[src/rtl/bus_seq_pkg.sv]
// Shared definitions for the bus scenario sequencer.
//  - seq_state_t : FSM state encoding, also exported on state_out
//  - DELAY_W     : width of the per-step gap delay field
//  - clog2_min1  : index width helper that never returns 0
//  - step_bits   : total step-table word width for a given parameter set
// Step word layout, MSB to LSB: {last, delay, mid, rd, burst, addr, data}.
package bus_seq_pkg;

  typedef enum logic [2:0] {
    ST_IDLE  = 3'd0,
    ST_FETCH = 3'd1,
    ST_ISSUE = 3'd2,
    ST_WAIT  = 3'd3,
    ST_GAP   = 3'd4,
    ST_DONE  = 3'd5
  } seq_state_t;

  localparam int DELAY_W = 8;

  function automatic int clog2_min1(input int n);
    return (n <= 2) ? 1 : $clog2(n);
  endfunction

  function automatic int step_bits(input int mid_w, input int burst_w,
                                   input int addr_w, input int data_w);
    return 1 + DELAY_W + mid_w + 1 + burst_w + addr_w + data_w;
  endfunction

endpackage

[src/rtl/bus_seq_step_ram.sv]
// Step table storage: DEPTH x WIDTH, one write port, one registered read port.
// Contents are deliberately not reset; the table must be reprogrammed after reset.
//  clk   : clock
//  we    : write strobe, waddr/wdata : write index and word
//  re    : read enable, raddr : read index
//  rdata : registered read word, updated only when re is high
module bus_seq_step_ram #(
  parameter int DEPTH = 16,
  parameter int WIDTH = 36,
  parameter int AW    = 4
) (
  input  logic             clk,
  input  logic             we,
  input  logic [AW-1:0]    waddr,
  input  logic [WIDTH-1:0] wdata,
  input  logic             re,
  input  logic [AW-1:0]    raddr,
  output logic [WIDTH-1:0] rdata
);

  logic [WIDTH-1:0] mem [DEPTH];

  always_ff @(posedge clk) begin
    if (we) mem[waddr] <= wdata;
    if (re) rdata <= mem[raddr];
  end

endmodule

[src/rtl/bus_scenario_sequencer.sv]
// Programmable stimulus sequencer: walks a loadable step table and drives one
// of NUM_MASTERS bus master ports per step.
//  clk, reset        : clock, asynchronous active-low reset
//  start, start_idx  : begin a run at start_idx (only honoured in IDLE)
//  prog_we/addr/data : step table write port (only honoured in IDLE)
//  m_request         : per-master busy; step completes when the selected one is low
//  m_rvalid, m_rdata : per-master read return, compared against step data on reads
//  m_enable ... m_data_in : per-master stimulus outputs
//  state_out, step_out, busy, done, error, mismatch_cnt : status
// Master-side protocol: m_enable is a level held for SETUP_CYCLES; the master
// answers by holding m_request high while busy. Each cycle m_rvalid[i] is high
// is one read beat (no back-pressure); beats are only inspected during WAIT.
module bus_scenario_sequencer
  import bus_seq_pkg::*;
#(
  parameter  int NUM_MASTERS  = 2,
  parameter  int DATA_W       = 8,
  parameter  int ADDR_W       = 14,
  parameter  int BURST_W      = 3,
  parameter  int NUM_STEPS    = 16,
  parameter  int SETUP_CYCLES = 3,
  parameter  int TIMEOUT      = 255,
  localparam int MID_W        = clog2_min1(NUM_MASTERS),
  localparam int STEP_W       = clog2_min1(NUM_STEPS),
  localparam int STEP_BITS    = step_bits(MID_W, BURST_W, ADDR_W, DATA_W)
) (
  input  logic                           clk,
  input  logic                           reset,
  input  logic                           start,
  input  logic [STEP_W-1:0]              start_idx,
  input  logic                           prog_we,
  input  logic [STEP_W-1:0]              prog_addr,
  input  logic [STEP_BITS-1:0]           prog_data,
  input  logic [NUM_MASTERS-1:0]         m_request,
  input  logic [NUM_MASTERS-1:0]         m_rvalid,
  input  logic [NUM_MASTERS*DATA_W-1:0]  m_rdata,
  output logic [NUM_MASTERS-1:0]         m_enable,
  output logic [NUM_MASTERS-1:0]         m_read_en,
  output logic [NUM_MASTERS*BURST_W-1:0] m_burst_mode,
  output logic [NUM_MASTERS*ADDR_W-1:0]  m_addr_in,
  output logic [NUM_MASTERS*DATA_W-1:0]  m_data_in,
  output logic [2:0]                     state_out,
  output logic [STEP_W-1:0]              step_out,
  output logic                           busy,
  output logic                           done,
  output logic                           error,
  output logic [7:0]                     mismatch_cnt
);

  localparam int ADDR_LSB  = DATA_W;
  localparam int BURST_LSB = ADDR_LSB + ADDR_W;
  localparam int RD_BIT    = BURST_LSB + BURST_W;
  localparam int MID_LSB   = RD_BIT + 1;
  localparam int DELAY_LSB = MID_LSB + MID_W;
  localparam int LAST_BIT  = DELAY_LSB + DELAY_W;
  localparam int CNT_W     = 16;

  seq_state_t             state_q, state_d;
  logic [STEP_W-1:0]      step_q, step_d;
  logic [CNT_W-1:0]       cnt_q, cnt_d;
  logic                   error_q, error_d;
  logic [7:0]             mm_q, mm_d;
  logic [STEP_BITS-1:0]   step_word;

  // Table read is issued in FETCH; the registered word stays stable until the
  // next FETCH, so the step fields are taken straight from the RAM output.
  bus_seq_step_ram #(.DEPTH(NUM_STEPS), .WIDTH(STEP_BITS), .AW(STEP_W)) u_ram (
    .clk   (clk),
    .we    (prog_we && (state_q == ST_IDLE)),
    .waddr (prog_addr),
    .wdata (prog_data),
    .re    (state_q == ST_FETCH),
    .raddr (step_q),
    .rdata (step_word)
  );

  logic                st_last, st_rd;
  logic [DELAY_W-1:0]  st_delay;
  logic [MID_W-1:0]    st_mid;
  logic [BURST_W-1:0]  st_burst;
  logic [ADDR_W-1:0]   st_addr;
  logic [DATA_W-1:0]   st_data;

  assign st_last  = step_word[LAST_BIT];
  assign st_delay = step_word[DELAY_LSB +: DELAY_W];
  assign st_mid   = step_word[MID_LSB +: MID_W];
  assign st_rd    = step_word[RD_BIT];
  assign st_burst = step_word[BURST_LSB +: BURST_W];
  assign st_addr  = step_word[ADDR_LSB +: ADDR_W];
  assign st_data  = step_word[0 +: DATA_W];

  logic              mid_ok, req_sel, rvalid_sel, drive;
  logic [DATA_W-1:0] rdata_sel;

  assign mid_ok = (int'(st_mid) < NUM_MASTERS);
  assign drive  = (state_q == ST_ISSUE) || (state_q == ST_WAIT);

  // Master port mux: an out-of-range mid matches no port, so nothing is driven.
  always_comb begin
    m_enable     = '0;
    m_read_en    = '0;
    m_burst_mode = '0;
    m_addr_in    = '0;
    m_data_in    = '0;
    req_sel      = 1'b0;
    rvalid_sel   = 1'b0;
    rdata_sel    = '0;
    for (int i = 0; i < NUM_MASTERS; i++) begin
      if (int'(st_mid) == i) begin
        req_sel    = m_request[i];
        rvalid_sel = m_rvalid[i];
        rdata_sel  = m_rdata[i*DATA_W +: DATA_W];
        if (drive) begin
          m_enable[i]                     = (state_q == ST_ISSUE);
          m_read_en[i]                    = st_rd;
          m_burst_mode[i*BURST_W +: BURST_W] = st_burst;
          m_addr_in[i*ADDR_W +: ADDR_W]   = st_addr;
          m_data_in[i*DATA_W +: DATA_W]   = st_data;
        end
      end
    end
  end

  logic finish_step, end_step;

  always_comb begin
    state_d     = state_q;
    step_d      = step_q;
    cnt_d       = cnt_q;
    error_d     = error_q;
    mm_d        = mm_q;
    finish_step = 1'b0;
    end_step    = 1'b0;
    case (state_q)
      ST_IDLE: begin
        if (start) begin
          state_d = ST_FETCH;
          step_d  = start_idx;
          cnt_d   = '0;
          error_d = 1'b0;
          mm_d    = '0;
        end
      end
      ST_FETCH: begin
        state_d = ST_ISSUE;
        cnt_d   = '0;
      end
      ST_ISSUE: begin
        if (cnt_q == CNT_W'(SETUP_CYCLES - 1)) begin
          cnt_d = '0;
          if (mid_ok) state_d = ST_WAIT;
          else        finish_step = 1'b1;
        end else begin
          cnt_d = cnt_q + CNT_W'(1);
        end
      end
      ST_WAIT: begin
        if (st_rd && rvalid_sel && (rdata_sel != st_data) && (mm_q != 8'hFF))
          mm_d = mm_q + 8'd1;
        if (!req_sel) begin
          finish_step = 1'b1;
        end else if (cnt_q == CNT_W'(TIMEOUT - 1)) begin
          error_d = 1'b1;
          state_d = ST_DONE;
        end else begin
          cnt_d = cnt_q + CNT_W'(1);
        end
      end
      ST_GAP: begin
        if (cnt_q == CNT_W'(st_delay) - CNT_W'(1)) end_step = 1'b1;
        else                                       cnt_d = cnt_q + CNT_W'(1);
      end
      ST_DONE: state_d = ST_IDLE;
      default: state_d = ST_IDLE;
    endcase

    // A zero delay skips GAP entirely and resolves the step end immediately.
    if (finish_step) begin
      cnt_d = '0;
      if (st_delay != '0) state_d = ST_GAP;
      else                end_step = 1'b1;
    end
    // The table never wraps: the final entry ends the run even without last.
    if (end_step) begin
      if (st_last || (int'(step_q) == NUM_STEPS - 1)) begin
        state_d = ST_DONE;
      end else begin
        step_d  = step_q + STEP_W'(1);
        state_d = ST_FETCH;
      end
    end
  end

  always_ff @(posedge clk or negedge reset) begin
    if (!reset) begin
      state_q <= ST_IDLE;
      step_q  <= '0;
      cnt_q   <= '0;
      error_q <= 1'b0;
      mm_q    <= '0;
    end else begin
      state_q <= state_d;
      step_q  <= step_d;
      cnt_q   <= cnt_d;
      error_q <= error_d;
      mm_q    <= mm_d;
    end
  end

  assign state_out    = state_q;
  assign step_out     = step_q;
  assign busy         = (state_q != ST_IDLE);
  assign done         = (state_q == ST_DONE);
  assign error        = error_q;
  assign mismatch_cnt = mm_q;

endmodule

[config.mk]
export PLATFORM = sky130hd
export DESIGN_NAME = bus_scenario_sequencer
export DESIGN_NICKNAME = d
export VERILOG_FILES = /design/src/rtl/bus_seq_pkg.sv /design/src/rtl/bus_seq_step_ram.sv /design/src/rtl/bus_scenario_sequencer.sv
export SDC_FILE = /design/constraint.sdc
export NUM_CORES = 1
export LEC_CHECK = 0
export CAP_MARGIN = 20
export CORE_ASPECT_RATIO = 1.4
export CORE_UTILIZATION = 38
export CTS_BUF_LIST = sky130_fd_sc_hd__clkbuf_4
export CTS_CLUSTER_SIZE = 40
export DETAILED_ROUTE_END_ITERATION = 10
export PLACE_DENSITY = 0.59
export SLEW_MARGIN = 30
export SYNTH_ARGS = -nofsm -noshare
export SYNTH_HDL_FRONTEND = slang
export SYNTH_SLANG_ARGS = --single-unit
[constraint.sdc]
create_clock -name clk -period 5 [get_ports clk]
set_input_delay 1 -clock clk [delete_from_list [all_inputs] [get_ports clk]]
set_output_delay 1 -clock clk [all_outputs]
set_load 0.01 [all_outputs]
# --- Yosys cells after proc, flatten, opt, wreduce, memory -nomap -nowiden ---
# Memories as Yosys holds them, arrays and structs flattened. A register that Yosys moved wholly into a read port is not among the register bits.
# Cells that the tools add are included.
op_classes:
  n_reduce_logical: 14
  n_addsub: 4
  muxes: 53
  n_eq_ne: 19
ops:
  columns: ["cell", "count"]
  rows:
  - ["16-bit two-way mux", 6]
  - ["16-bit one-hot mux with 5 select lines", 1]
  - ["8-bit two-way mux", 6]
  - ["14-bit two-way mux", 3]
  - ["3-bit two-way mux", 11]
  - ["1-bit two-way mux", 19]
  - ["16-bit by 1-bit adder with 16-bit output (second input constant)", 1]
  - ["16-bit == test", 1]
  - ["16-bit by 2-bit == test with 1-bit output (second input constant)", 1]
  - ["16-bit by 8-bit == test with 1-bit output (second input constant)", 1]
  - ["4-bit two-way mux", 4]
  - ["8-bit one-hot mux with 2 select lines", 1]
  - ["3-bit one-hot mux with 5 select lines", 1]
  - ["3-bit != test (second input constant)", 4]
  - ["8-bit by 1-bit subtractor with 9-bit output (second input constant)", 1]
  - ["8-bit by 1-bit adder with 8-bit output (second input constant)", 1]
  - ["8-bit != test", 1]
  - ["8-bit != test (second input constant)", 1]
  - ["8-bit nonzero test", 1]
  - ["3-bit by 2-bit == test with 1-bit output (second input constant)", 2]
  - ["3-bit == test (second input constant)", 2]
  - ["6-bit nonzero test", 1]
  - ["5-bit AND reduction", 1]
  - ["4-bit by 1-bit adder with 4-bit output (second input constant)", 1]
  - ["12 further kinds", 18]
word_totals:
  out_inout_bits: 72
  in_bits: 68
  ramBits: 576
  memories: 1
  reg_bits: 32
mem_list:
  columns: ["memory", "depth", "word_bits", "read_ports", "rd_clocked_by_memory_dff", "wr", "line", "source"]
  rows:
  - ["u_ram.mem", 16, 36, 1, 1, 1, "bus_seq_step_ram.sv:21", "logic [WIDTH-1:0] mem [DEPTH];"]

# --- Depth between registers and ports, before layout ---
# Gate-level depths: netlist of run 1.
depth:
  word_depth: 7
  ltp_mapped: 11
  mapped_depth_nobuf: 9

# --- Cells and area by module ---
# A second synthesis of run 1 with hierarchy kept.
unflattened:
  cells_unflattened: 1276
  hier_area_um2: 25391.9
modules_own_cells:
  columns: ["mod", "n_inst", "cells_each", "area_each_um2", "seq_area_each_um2"]
  rows:
  - ["bus_seq_step_ram", 1, 938, 22679.3, 18377.6]
  - ["bus_scenario_sequencer", 1, 338, 2712.6, 800.8]

# --- Least setup slack after synthesis of run 1 ---
# OpenSTA, ideal clock, no wires.
synth_timing:
  path_kind: "flip-flop to flip-flop"
  from: "reg state_q[0] (netlist: state_out[0])"
  to: "mem u_ram.mem[0][0], enable pin"
  slack_ps: 603
  path_buffers: 1
  t_required_ps: 4526
  stages_incl_launch_ff: 6
  setup_ps: 474
  arrival_ps: 3922
  cell_sequence: "dfrtp_1 buf_2 nor3_1 nand2_1 or3_1 nor3_1"
synth_via:
  elab_chain_len: 4
synth_rtl:
  columns: ["item", "line", "source"]
  rows:
  - ["start, declared", "bus_scenario_sequencer.sv:58", "seq_state_t state_q, state_d;"]
  - ["start signal, assigned", "bus_scenario_sequencer.sv:202", "state_q <= state_d;"]
  - ["3-bit logical NOT", "bus_scenario_sequencer.sv:69", ".we (prog_we && (state_q == ST_IDLE)),"]
  - ["1-bit logical AND", "bus_scenario_sequencer.sv:69", null]
  - ["1-bit two-way mux", "bus_seq_step_ram.sv:24", "if (we) mem[waddr] <= wdata;"]
  - ["1-bit two-way mux (not written as such)", "bus_seq_step_ram.sv:24", null]
  - ["end, declared", "bus_seq_step_ram.sv:21", null]
# Every way passes these cells.

# --- Worst setup path after layout of run 1 ---
layout_timing:
  from: "reg state_q[1] (netlist: state_out[1])"
  to: "out m_addr_in[26]"
layout_via:
  elab_chain_len: 4
  elab_cells_between_ends: 5
  classes_between: "2 x eq/ne; 2 x mux; 1 x reduce/logical"
layout_rtl:
  columns: ["item", "line", "source"]
  rows:
  - ["3-bit by 2-bit == test with 1-bit output", "bus_scenario_sequencer.sv:96", "assign drive = (state_q == ST_ISSUE) || (state_q == ST_WAIT);"]
  - ["1-bit logical OR *", "bus_scenario_sequencer.sv:96", null]
  - ["14-bit two-way mux *", "bus_scenario_sequencer.sv:113", "if (drive) begin"]
  - ["14-bit two-way mux *", "bus_scenario_sequencer.sv:109", "if (int'(st_mid) == i) begin"]
  - ["end, declared", "bus_scenario_sequencer.sv:40", "output logic [NUM_MASTERS*ADDR_W-1:0] m_addr_in,"]
# Mark *: on every way between the ends. The rest lies on a longest branch, timed or not.

==> results of run 1 <==
-- flip-flops by register name, summed over array words and instances (netlist names) --
signal / count
u_ram.rdata: 36
error: 1
mismatch_cnt: 8
step_out: 4
state_out: 3
u_ram.mem: 576
cnt_q: 16
-- logic make-up after synthesis --
kind of cell	Yosys count
buf+inv	71
fa+ha+maj	5
simple gates	205
flops	644
mux	195
xor+xnor	21
compound gates	71
-- final cells by class --
| cell class | instances | area, µm² |
|---|---|---|
| Multi-Input combinational cell | 497 | 6240 |
| Tap cell | 855 | 1070 |
| Clock buffer | 225 | 1690 |
| Inverter | 6 | 25.0 |
| Sequential cell | 644 | 19200 |
| Clock inverter | 56 | 333 |
| Timing Repair Buffer | 179 | 1750 |
| Antenna cell | 3 | 7.51 |
| Fill cell | 5706 | 36400 |
-- through the flow --
| stage | hold WS [ps] | util, % | area (µm²) | setup WS [ps] | instances |
|---|---|---|---|---|---|
| 6_report | 517 | 45.4 | 30300 | 761 | 2465 |
| 3_3_place_gp | 505 | 42.3 | 28200 | 1350 | 2180 |
| 2_1_floorplan | 463 | - | 25600 | 603 | 1212 |
| 5_1_grt | 520 | 45.4 | 30300 | 603 | 2464 |
| 4_1_cts | 452 | 45.4 | 30300 | 620 | 2462 |
| 3_5_place_dp | 515 | 42.4 | 28300 | 1480 | 2181 |
-- where the power goes --
| part | leakage [µW] | switching [µW] | internal [µW] |
|---|---|---|---|
| clock | 0.00120 | 2050 | 2280 |
| combinational | 0.00265 | 1890 | 1950 |
| sequential | 0.00594 | 252 | 6200 |
-- routing by layer --
metal	up-vias	part of all wire, %	GRT usage (%)
li1	5709	-	-
met1	6866	41	21.8
met2	494	51	29.8
met3	97	5.9	3.77
met4	2	2.1	7.07
met5	-	0.024	0
-- final timing paths --
check	end	slack, ps	cells after the start
setup / recovery	m_addr_in[26]	760	4
max in group asynchronous	step_out[1]	4110	2
hold reg to reg	cnt_q[11]	520	1
setup reg to reg	cnt_q[15]	1760	9
hold / removal	cnt_q[11]	520	1
min in group asynchronous	cnt_q[7]	530	2
-- worst max-delay path: cells and delay by family, from the launching register on --
kind,cells,cell delay [ps]
buffers and inverters,2,880
and+or+nand+nor,2,920
DFF,1,560
-- cells in the mapped netlist, drive strengths merged, types with 3 or more instances --
master | n | area share (%)
nor2 | 47 | 0.69
nand2 | 31 | 0.46
and3 | 31 | 0.76
xnor2 | 14 | 0.48
clkbuf | 38 | 0.56
ha | 5 | 0.24
buf | 27 | 0.65
nor4 | 7 | 0.31
o31ai | 12 | 0.61
nor3 | 13 | 0.27
or2 | 3 | 0.073
dfrtp | 32 | 3.1
nand4 | 6 | 0.15
xor2 | 7 | 0.24
mux2i | 13 | 0.52
mux4 | 180 | 16
a31oi | 5 | 0.12
o21ai | 27 | 0.59
nand3 | 14 | 0.29
a211oi | 5 | 0.17
and2 | 28 | 0.68
a21oi | 11 | 0.22
inv | 6 | 0.088
edfxtp | 612 | 72
nand2b | 6 | 0.15
o41ai | 3 | 0.10
nor2b | 10 | 0.24
==> results.toml, run 1 <==
[run_status]
status = "complete, no violations"

[sta]
worst_pin_slew_ps = 865
finalHoldViolCount = 0
relSlewSlack_pct = 42.3
finalSetupViolCount = 0
fin_skew_ps = 44.8
fin_crit_ps = 4240
final.setup.tns_ps = 0
fmax_mhz = 236
drv_slew = 0
post-route-period-util_pct = 84.8
rsz0062_at_grt = "false"

[cells_and_area]
final_cell_mix = "612 x edfxtp_1, 225 x clkbuf_4, 180 x mux4_2, 139 x clkdlybuf4s50_1, 39 x clkinv_1"
fin_nets = 1558
final_common_cell = "edfxtp_1"
drive_gt1_share_pct = 31.8
syn_to_final_growth_pct = 18.3

[clock_network]
numCtsBuffers = 157
clk_latency_ps = 890
clock_sinks = 644
cts_hold_buffers = 0
post_cts_buffers = 0
cts_root_buffer = "clkbuf_4"
cts_htree_levels = 4
tritoncts = "yes"
post_cts_resized = 0
cts.clk_slew.worst_paths_ps = 70
ctsLongestPathBuffers = 3

[floorplanning]
die_y_um = 309
io_pins = 140
dieArea_um2 = 68400
core_um2 = 66700
initial_core_util_pct = 38.4
rows = 112
die_width_um = 221

[routing]
wl_um = 58700
dr_total_vias = 13200
drc_errors = 0
viasPerCell = 5.34
ant_nets = 0
first_iter_violations = 975
wire_per_inst_um = 23.8
drt_pre_antenna_iters = 5

[place]
port_buffers = 139
hpwl_um = 33900
gp_congestion = 0.801

[synthesis]
synth_nets = 1285
syn_avg_cell_area_um2 = 21.1
syn_inst = 1212
yosys_warnings = 0
ys.flop_type = "edfxtp_1"
synthMuxAreaShare_pct = 16.4
ys_seq_area_share_pct = 74.9
synth.distinct_cells = 57
synth-compound-area-share_pct = 2.04
yosys.area_share.simple_pct = 4.36
synth_xor_area_share_pct = 0.718
synth_area_um2 = 25600
ys_ff_latch = 644
synth_fa_ha_area_share_pct = 0.244
synth_top_family_by_area = "multiplexers"
synth_edf_count = 612
async_flop_share_pct = 4.97

[pwr]
powerDensity_nw_per_um2 = 483
irDropWorstVdd_mv = 0.254
p_total_uw = 14600
leakage_uw = 0.00979

[global_route]
grt_max_degree = 58
grt_usage_pct = 17.5
grt_antenna_before_repair = 6
grt-ovfl-total = 0
grt_pass1_wl_um = 87600
grt_pass1_vias = 14000

[setup_path]
critPathMaxStageDelay_ps = 640
crit_start = "state_out[1]"
crit_chain = "nor2b_4, buf_4, and3_1, clkdlybuf4s50_1"
reg2reg_from = "u_ram.rdata[27]"
cp_slowest_cell = "nor2b_4"
cp_max_fo = 24
crit_required_ps = 4000
startpoint_type = "flip-flop"
arrival_ps = 3240
cp-end-kind = "output port"
critical_path_class = "flip-flop to output port"

[hold_path]
hp-start = "cnt_q[11]"
min_path_type = "flip-flop to flip-flop"

[run]
max_cap_viol_count = 0
Power figures use the tool's default switching activity.
==> run 2, diff against run 1 <==
PLACE_DENSITY = 0.61   (was 0.59)
clock period = 3.65 ns   (was 5 ns; I/O delays follow)
==> results.toml, run 2 (synthesis gave the netlist of run 1 again) <==
[routing]
viasPerCell = 5.33
first_iter_violations = 922
wl_um = 57200
drc_errors = 0
dr_total_vias = 13000
ant_nets = 0
drt_pre_antenna_iters = 5
wire_per_inst_um = 23.4

[floorplanning]
die_y_um = 309
die_width_um = 221
initial_core_util_pct = 38.4
io_pins = 140
rows = 112
dieArea_um2 = 68400
core_um2 = 66700

[pwr]
switching_share_pct = 28.2
seqPwrFrac_pct = 43.7
powerDensity_nw_per_um2 = 659
p_switching_uw = 5680
irDropWorstVdd_mv = 0.536
p_total_uw = 20100
leakage_uw = 0.00982
combinationalPowerShare_pct = 26.7
internal_power_uw = 14400
clkPwrFrac_pct = 29.6

[clock_network]
cts_hold_buffers = 0
cts_htree_levels = 4
numCtsBuffers = 156
cts.clk_slew.worst_paths_ps = 80
cts_root_buffer = "clkbuf_4"
tritoncts = "yes"
ctsLongestPathBuffers = 3
clock_sinks = 644
clk_latency_ps = 960

[cells_and_area]
n_fill_cell = 5670
final_common_cell = "edfxtp_1"
syn_to_final_growth_pct = 19.1
fin_nets = 1558
design_area_um2 = 30500
final_cell_mix = "612 x edfxtp_1, 225 x clkbuf_4, 180 x mux4_2, 138 x clkdlybuf4s50_1, 34 x nor2_1"
largest_reg_flops = 576
top_regs = "u_ram.mem: 576 flops, u_ram.rdata: 36 flops, cnt_q: 16 flops"
drive_gt1_share_pct = 32.5
finalNonFillerCells = 2445
top_register = "u_ram.mem"

[setup_path]
r2r_end = "cnt_q[11]"
cp-end-kind = "output port"
r2r_slack_ps = 520
critical_path_class = "flip-flop to output port"
crit_required_ps = 2920
arrival_ps = 2720
startpoint_type = "flip-flop"
reg2reg_depth = 9
crit_end = "m_data_in[1]"
cp_max_fo = 16
reg2reg_from = "u_ram.rdata[27]"
crit_start = "state_out[2]"

[global_route]
grt_pass1_vias = 14000
grt_pass1_wl_um = 86400
grt_antenna_before_repair = 6
grt_usage_pct = 17.3
grt_max_degree = 58
grt-ovfl-total = 0

[hold_path]
min_path_type = "input port to asynchronous set/reset pin"

[sta]
finalHoldViolCount = 0
rsz0062_at_grt = "false"
finalSetupViolCount = 0
fin_crit_ps = 3450
hold_slack_ps = 218
fin_skew_ps = 81.2
drv_slew = 0
final.setup.tns_ps = 0
fmax_mhz = 290
worst_pin_slew_ps = 830
post-route-period-util_pct = 94.5
relSlewSlack_pct = 44.7

[place]
placedCellCount = 2179
gp_congestion = 0.787
place_area_um2 = 28400
port_buffers = 139
hpwl_um = 32500

[run]
max_cap_viol_count = 0

[run_status]
status = "complete, no violations"
==> run 2: cell types whose count changed in the layout (fill, tap and decap cells not counted), moves of 4 or more <==
cell      delta
buf_12      +16
buf_4       -17
clkinv_1    -23
inv_2        -5
nor3_2       -4
nor3_4       +4
==> run 2: critical path, stage by stage, from the launching register on <==
cell and delay (ps):
dfrtp_2 490, nand2b_2 260, nor2_4 150, buf_8 190
and2_1 140, clkdlybuf4s50_1 540
==> run 2: worst min-delay path by stage <==
stage	to	slack [ps]	depth (start not counted)
floorplan	cnt_q[0]	430	0
global placement	cnt_q[11]	500	1
detailed placement	cnt_q[15]	510	1
CTS	cnt_q[15]	100	1
global route	cnt_q[15]	160	1
finish	cnt_q[13]	220	1
==> run 2: power by group through the flow <==
stage	sequential [µW]	combinational, µW	clock (µW)
after floorplan	8770	3740	0
after global routing	8830	5750	6490
final	8790	5360	5950
after detailed placement	8960	5410	0
after CTS	8800	5480	6160
after global placement	8950	5390	0
==> run 2: area by class of cell <==
class | instances | area (µm²) | share of cell area [%]
Tap cell | 855 | 1070 | 3.51
Clock inverter | 35 | 305 | 1.00
Antenna cell | 3 | 7.51 | 0.0246
Clock buffer | 225 | 1690 | 5.54
Inverter | 6 | 22.5 | 0.0739
Timing Repair Buffer | 180 | 1950 | 6.40
Sequential cell | 644 | 19200 | 62.9
Multi-Input combinational cell | 497 | 6250 | 20.5
==> run 2: metrics by stage <==
step | setup slack [ps] | util (%)
2_1_floorplan | 233 | -
3_3_place_gp | 517 | 42.6
3_5_place_dp | 431 | 42.6
4_1_cts | 24.1 | 45.7
5_1_grt | 12.0 | 45.7
6_report | 200 | 45.7
==> run 2: per-layer routing <==
layer,routed length (µm),vias up,part of all wire (%),track usage [%]
li1,-,5680,-,-
met1,22800,6754,40,21.2
met2,29500,511,52,29.3
met3,4040,71,7.1,4.90
met5,62,-,0.11,0
met4,850,6,1.5,5.84
==> run 2: what timing repair did <==
action / CTS / global route
setup buffers: 3 / 0
resized for setup: 6 / 3
setup endpoints to repair: 53 / 15
